**config.mk**
```make
export PLATFORM = sky130hd
export DESIGN_NAME = led_pattern_gen
export DESIGN_NICKNAME = d
export VERILOG_FILES = /design/src/rtl/led_pkg.sv /design/src/rtl/led_channel.sv /design/src/rtl/led_pattern_gen.sv
export SDC_FILE = /design/constraint.sdc
export NUM_CORES = 1
export LEC_CHECK = 0
export ABC_CLOCK_PERIOD_IN_PS = 4000
export CAP_MARGIN = 40
export CORE_MARGIN = 5
export CORE_UTILIZATION = 40
export DETAILED_ROUTE_END_ITERATION = 8
export HOLD_SLACK_MARGIN = 0.06
export MAX_ROUTING_LAYER = met4
export SLEW_MARGIN = 30
export SYNTH_ARGS = -nofsm -noshare
export SYNTH_HDL_FRONTEND = slang
export SYNTH_SLANG_ARGS = --single-unit
```
**constraint.sdc**
```tcl
create_clock -name CLK -period 4 [get_ports CLK]
set_clock_uncertainty 0.05 [all_clocks]
set_input_delay 0.8 -clock CLK [delete_from_list [all_inputs] [get_ports CLK]]
set_output_delay 0.8 -clock CLK [all_outputs]
set_load 0.005 [all_outputs]
```
**src/rtl/led_pkg.sv**
```systemverilog
// Shared encodings for the LED pattern generator: configuration modes and
// per-channel pattern FSM states.
`timescale 1ns/1ps
package led_pkg;

  typedef enum logic [1:0] {
    MODE_OFF   = 2'd0,
    MODE_ON    = 2'd1,
    MODE_BLINK = 2'd2,
    MODE_BURST = 2'd3
  } mode_e;

  typedef enum logic [2:0] {
    S_OFF = 3'd0,
    S_ON  = 3'd1,
    S_HI  = 3'd2,
    S_LO  = 3'd3,
    S_GAP = 3'd4
  } ch_state_e;

endpackage

```
**src/rtl/led_channel.sv**
```systemverilog
// One LED channel: OFF/ON/BLINK/BURST pattern FSM advanced by the base tick.
// Registered LED output; an apply strobe restarts the pattern and overrides that tick's advance.
`timescale 1ns/1ps
module led_channel
  import led_pkg::*;
#(
  parameter int HW         = 16,
  parameter int CW         = 4,
  parameter int GAP_HALVES = 4
) (
  input  logic          clk_i,
  input  logic          rst_ni,
  input  logic          tick_i,
  input  logic          apply_i,
  input  mode_e         mode_i,
  input  logic [HW-1:0] half_i,
  input  logic [CW-1:0] count_i,
  output logic          led_o
);

  localparam int GW = $clog2(GAP_HALVES + 1);

  ch_state_e     state_q, state_d;
  logic [HW-1:0] half_q, half_d;
  logic [HW-1:0] tcnt_q, tcnt_d;
  logic [CW-1:0] count_q, count_d;
  logic [CW-1:0] pcnt_q, pcnt_d;
  logic [GW-1:0] gcnt_q, gcnt_d;
  logic          burst_q, burst_d;
  logic          led_q, led_d;
  logic          half_done;

  assign half_done = (tcnt_q == half_q - HW'(1));

  always_comb begin
    state_d = state_q;
    half_d  = half_q;
    tcnt_d  = tcnt_q;
    count_d = count_q;
    pcnt_d  = pcnt_q;
    gcnt_d  = gcnt_q;
    burst_d = burst_q;
    if (apply_i) begin
      half_d  = (half_i == '0) ? HW'(1) : half_i;
      count_d = count_i;
      burst_d = (mode_i == MODE_BURST);
      tcnt_d  = '0;
      pcnt_d  = '0;
      gcnt_d  = '0;
      case (mode_i)
        MODE_ON:    state_d = S_ON;
        MODE_BLINK: state_d = S_HI;
        MODE_BURST: state_d = (count_i == '0) ? S_OFF : S_HI;
        default:    state_d = S_OFF;
      endcase
    end else if (tick_i) begin
      case (state_q)
        S_HI: begin
          if (half_done) begin
            tcnt_d  = '0;
            state_d = S_LO;
          end else begin
            tcnt_d = tcnt_q + HW'(1);
          end
        end
        S_LO: begin
          if (half_done) begin
            tcnt_d = '0;
            if (!burst_q) begin
              state_d = S_HI;
            end else begin
              pcnt_d  = pcnt_q + CW'(1);
              state_d = (pcnt_q + CW'(1) == count_q) ? S_GAP : S_HI;
            end
          end else begin
            tcnt_d = tcnt_q + HW'(1);
          end
        end
        S_GAP: begin
          // Gap is counted as GAP_HALVES whole half-periods.
          if (half_done) begin
            tcnt_d = '0;
            if (gcnt_q == GW'(GAP_HALVES - 1)) begin
              gcnt_d  = '0;
              pcnt_d  = '0;
              state_d = S_HI;
            end else begin
              gcnt_d = gcnt_q + GW'(1);
            end
          end else begin
            tcnt_d = tcnt_q + HW'(1);
          end
        end
        default: ;
      endcase
    end
    led_d = (state_d == S_ON) || (state_d == S_HI);
  end

  always_ff @(posedge clk_i or negedge rst_ni) begin
    if (!rst_ni) begin
      state_q <= S_OFF;
      half_q  <= HW'(1);
      tcnt_q  <= '0;
      count_q <= '0;
      pcnt_q  <= '0;
      gcnt_q  <= '0;
      burst_q <= 1'b0;
      led_q   <= 1'b0;
    end else begin
      state_q <= state_d;
      half_q  <= half_d;
      tcnt_q  <= tcnt_d;
      count_q <= count_d;
      pcnt_q  <= pcnt_d;
      gcnt_q  <= gcnt_d;
      burst_q <= burst_d;
      led_q   <= led_d;
    end
  end

  assign led_o = led_q;

endmodule

```
**src/rtl/led_pattern_gen.sv**
```systemverilog
// Multi-channel LED pattern driver: prescaler base tick, staged config port, per-channel FSMs.
// One write staged at a time (CFG_READY low while pending); applied on the next tick edge.
`timescale 1ns/1ps
module led_pattern_gen
  import led_pkg::*;
#(
  parameter int CLK_HZ     = 10_000_000,
  parameter int TICK_HZ    = 1_000,
  parameter int N_CH       = 4,
  parameter int HW         = 16,
  parameter int CW         = 4,
  parameter int GAP_HALVES = 4,
  // One code beyond the last channel so out-of-range writes can be expressed and dropped.
  parameter int CH_W       = $clog2(N_CH + 1)
) (
  input  logic            CLK,
  input  logic            RESETN,
  input  logic            CFG_VALID,
  output logic            CFG_READY,
  input  logic [CH_W-1:0] CFG_CH,
  input  logic [1:0]      CFG_MODE,
  input  logic [HW-1:0]   CFG_HALF,
  input  logic [CW-1:0]   CFG_COUNT,
  output logic            TICK,
  output logic [N_CH-1:0] LED
);

  localparam int TICK_DIV = CLK_HZ / TICK_HZ;
  localparam int PW       = $clog2(TICK_DIV);

  logic [PW-1:0]   pre_q, pre_d;
  logic            tick_q, tick_d;
  logic            pend_q, pend_d;
  logic [CH_W-1:0] stg_ch_q, stg_ch_d;
  mode_e           stg_mode_q, stg_mode_d;
  logic [HW-1:0]   stg_half_q, stg_half_d;
  logic [CW-1:0]   stg_cnt_q, stg_cnt_d;
  logic            accept, apply;

  assign accept = CFG_VALID && !pend_q;
  assign apply  = pend_q && tick_q;

  always_comb begin
    pre_d      = (pre_q == PW'(TICK_DIV - 1)) ? '0 : pre_q + PW'(1);
    tick_d     = (pre_q == PW'(TICK_DIV - 1));
    pend_d     = pend_q;
    stg_ch_d   = stg_ch_q;
    stg_mode_d = stg_mode_q;
    stg_half_d = stg_half_q;
    stg_cnt_d  = stg_cnt_q;
    if (accept) begin
      pend_d     = 1'b1;
      stg_ch_d   = CFG_CH;
      stg_mode_d = mode_e'(CFG_MODE);
      stg_half_d = CFG_HALF;
      stg_cnt_d  = CFG_COUNT;
    end else if (apply) begin
      pend_d = 1'b0;
    end
  end

  always_ff @(posedge CLK or negedge RESETN) begin
    if (!RESETN) begin
      pre_q      <= '0;
      tick_q     <= 1'b0;
      pend_q     <= 1'b0;
      stg_ch_q   <= '0;
      stg_mode_q <= MODE_OFF;
      stg_half_q <= '0;
      stg_cnt_q  <= '0;
    end else begin
      pre_q      <= pre_d;
      tick_q     <= tick_d;
      pend_q     <= pend_d;
      stg_ch_q   <= stg_ch_d;
      stg_mode_q <= stg_mode_d;
      stg_half_q <= stg_half_d;
      stg_cnt_q  <= stg_cnt_d;
    end
  end

  assign CFG_READY = !pend_q;
  assign TICK      = tick_q;

  // A channel number >= N_CH matches no instance, so the write is silently dropped.
  for (genvar i = 0; i < N_CH; i++) begin : g_ch
    led_channel #(
      .HW         (HW),
      .CW         (CW),
      .GAP_HALVES (GAP_HALVES)
    ) u_ch (
      .clk_i   (CLK),
      .rst_ni  (RESETN),
      .tick_i  (tick_q),
      .apply_i (apply && (stg_ch_q == CH_W'(i))),
      .mode_i  (stg_mode_q),
      .half_i  (stg_half_q),
      .count_i (stg_cnt_q),
      .led_o   (LED[i])
    );
  end

endmodule

```
==> summary.txt <==
Status
  • Outcome: completed

Logic synthesis
  • Post-synth top cells: nand2_1, dfrtp_1, nor2_1
  • Ys Warns: 0
  • Number of synthesized flops with an enable pin: 0
  • Distinct cell type count after synthesis: between 70 and 80
  • Synthesis-stage register bit count: roughly 230
  • Post-synth top area cell: dfrtp_1
  • Post-Synthesis Cells: 1,560
  • Post-synth ARST share: 1.000
  • Post-synthesis sequential area ratio: 0.4302
  • Synth top area share: 0.4225
  • Dominant cell by count in the synthesized netlist: nand2_1
  • Syn_nets: around 1,600
  • Mapped Area: 13,560 sq um
  • Top_reg_cell synth: dfrtp_1
  • Synth Area per Inst: between 8 and 9 sq um
  • Top cells by area, synth: dfrtp_1, nand2_1, xnor2_1, o21ai_0, xor2_1

Clock tree
  • CTS buffer count: 27
  • H-tree levels: 1
  • Clock Latency Late Sink: roughly 0.55 ns
  • Clk pin slew, worst setup/hold paths: roughly 0.060 ns
  • Post-CTS Resized: 0
  • Root buffer cell: clkbuf_16
  • CTS tree: yes
  • CTS sink count: ~230
  • Hold buffers post-CTS: 0
  • Clock buffer depth: 3
  • Postcts setup bufs: 0

Die
  • Row count: 67
  • Die ar.: roughly 38,000 sq um
  • I/O pins: 34
  • Area of the core: 33,530 sq um
  • Starting Density: 0.4045
  • Die height: between 150 and 200 microns
  • Die width: between 150 and 200 microns

Global route
  • First-pass GRT wire length: 56,660 microns
  • Initial antenna violation count: 0
  • Gr ovfl total: 0
  • Total track usage: 0.1823
  • Number of global-route vias before repair: 10,720
  • Pin count of the biggest net entering global routing: 87

Timing
  • Fin. Hold Viols: 0
  • Maximum clock rate: approximately 0.28 GHz
  • Rel. slew slack: 0.4881
  • Slew @ Worst Pin: 0.7609 ns
  • Final setup fails: 0
  • Final min period: 3.539 ns
  • RSZ-0062 raised after global routing: no
  • Fin crit share: 0.8847
  • Slew Limit Fails: 0
  • Setup TNS: 0 ns

Worst setup path
  • Worst Setup SP: g_ch[1].u_ch.half_q[1]$_DFFE_PN0P_
  • R2r startpoint: g_ch[1].u_ch.half_q[1]$_DFFE_PN0P_
  • Startpoint type of the worst setup path: flip-flop
  • R2r endpoint: g_ch[1].u_ch.tcnt_q[5]$_DFFE_PN0P_
  • CP Capture Type: flip-flop
  • CP Class: flip-flop to flip-flop
  • Critical path arrival: between 3 and 4 ns
  • CP required: 4.37 ns
  • Reg2reg path depth: 11
  • Minimum setup slack among reg-to-reg paths: roughly 0.46 ns
  • Setup crit end: g_ch[1].u_ch.tcnt_q[5]$_DFFE_PN0P_
  • Critical path fanouts, max: 18

Route
  • Pre-antenna DRT Iters: 5
  • Vias per inst: approximately 5.5
  • Final wirelength: roughly 34,000 microns
  • DRC Markers: 0
  • DR vias: 11,250
  • WL per Instance: 16.56 microns
  • Detail Route Antenna Nets: 0
  • Initial DRC Count: 799

Pwr
  • Leakage: about 0.007 uW
  • Total power: ~5600 uW
  • Pwr Density: about 360 nW/um^2
  • Max rail drop VDD: approximately 270 uV

Job
  • Max-Cap Viols: 0

Cells and area
  • Layout cells sized above 1: 0.08938
  • ANT cells: 0
  • Fin util: 0.4585
  • Fill count: approximately 3,300
  • Final nets: 1,625
  • Register Area: approximately 5800 sq um
  • Layout area overhead: 13.35%
  • Area of the multi-input gates: 7337 sq um

Place
  • DP HPWL: about 24,000 microns
  • PortBufs: 33
  • GPL Wtd Cong: 0.8571

Hold path
  • HP Class: input pin to async pin
[worst max-delay path: stages (launching register included)]
cell     delay, ns
dfrtp_1       0.42
inv_1         0.09
ha_1          0.19
nor3b_1       0.39
a21oi_1       0.12
or4_1         0.57
nor4_1        0.27
nand2_1       0.14
nor4b_4       0.52
nor2_2        0.29
a31oi_1       0.26
mux2i_1       0.09
[metrics by stage]
step | hold WS (ns) | worst slack [ns] | cells | instance area, sq um
after global placement | 0.4099 | 0.4721 | 1996 | 14420
final | 0.1997 | 0.4610 | 2048 | 15370
after floorplan | 0.3986 | 0.6123 | 1560 | 13560
after CTS | 0.2132 | 0.4528 | 2047 | 15370
after global routing | 0.2433 | 0.1284 | 2048 | 15370
after detailed placement | 0.4196 | 0.4754 | 1998 | 14440
[area by class of cell]
class | count | area share
clock buffer | 39 | 0.05339
clock inverter | 10 | 0.006999
inverter | 28 | 0.006836
multi-input combinational | 1224 | 0.4772
sequential | 233 | 0.3796
tap | 448 | 0.03646
timing repair buffer | 66 | 0.03955
[cell families after synthesis]
group	share of synthesized area
mux	0.04215
flops	0.4302
xor+xnor	0.07878
compound gates	0.1231
simple gates	0.2799
fa+ha+maj	0.01568
buf+inv	0.03026
[report_power, final]
group	leakage (uW)	total (uW)	internal [uW]	switching, uW
clock network	0.000468	2560	1550	1010
registers	0.00317	2720	2450	271
logic	0.00334	279	137	142
[cell usage in the layout, fill, tap and decap left out, types with 12 or more instances in the layout]
| cell | netlist | final |
|---|---|---|
| a21oi_1 | 48 | 48 |
| a31oi_1 | 22 | 22 |
| and2_1 | 15 | 15 |
| and3_1 | 45 | 45 |
| buf_4 | 4 | 31 |
| clkbuf_16 | 0 | 27 |
| clkdlybuf4s50_1 | 0 | 32 |
| dfrtp_1 | 229 | 229 |
| ha_1 | 17 | 17 |
| inv_1 | 28 | 28 |
| mux2_2 | 33 | 33 |
| mux2i_1 | 20 | 20 |
| nand2_1 | 317 | 317 |
| nand2b_1 | 16 | 16 |
| nand3_1 | 65 | 65 |
| nand3b_1 | 22 | 22 |
| nand4_1 | 25 | 25 |
| nor2_1 | 104 | 102 |
| nor2b_1 | 17 | 16 |
| nor3_1 | 32 | 30 |
| nor4_1 | 33 | 33 |
| o21ai_0 | 92 | 92 |
| o21ai_1 | 17 | 17 |
| o31ai_1 | 17 | 17 |
| or4_1 | 12 | 12 |
| xnor2_1 | 77 | 77 |
| xor2_1 | 45 | 45 |
[per-layer routing]
metal / up-vias / track usage / part of all wire
li1: 5534 / - / -
met4: 0 / 0.05443 / 0.028
met5: - / - / 0
met1: 5435 / 0.2510 / 0.48
met3: 65 / 0.02328 / 0.039
met2: 218 / 0.2840 / 0.45
[worst min-delay path by stage]
stage | from | to | slack [ns]
after floorplan | g_ch[0].u_ch.gcnt_q[2]$_DFFE_PN0P_ | g_ch[0].u_ch.gcnt_q[2]$_DFFE_PN0P_ | 0.40
after global placement | g_ch[0].u_ch.gcnt_q[2]$_DFFE_PN0P_ | g_ch[0].u_ch.gcnt_q[2]$_DFFE_PN0P_ | 0.41
after detailed placement | g_ch[0].u_ch.gcnt_q[2]$_DFFE_PN0P_ | g_ch[0].u_ch.gcnt_q[2]$_DFFE_PN0P_ | 0.42
after CTS | RESETN | g_ch[0].u_ch.tcnt_q[0]$_DFFE_PN0P_ | 0.21
after global routing | RESETN | g_ch[0].u_ch.tcnt_q[0]$_DFFE_PN0P_ | 0.24
final | RESETN | g_ch[0].u_ch.tcnt_q[0]$_DFFE_PN0P_ | 0.20
[sequential cells by signal, indices dropped and copies added (netlist names), 12 cells and up]
register	count
g_ch.u_ch.count_q	16
g_ch.u_ch.pcnt_q	16
pre_q	14
g_ch.u_ch.gcnt_q	12
g_ch.u_ch.state_q	12
stg_half_q	16
g_ch.u_ch.half_q	64
g_ch.u_ch.tcnt_q	64
(Power assumes the default switching activity.)
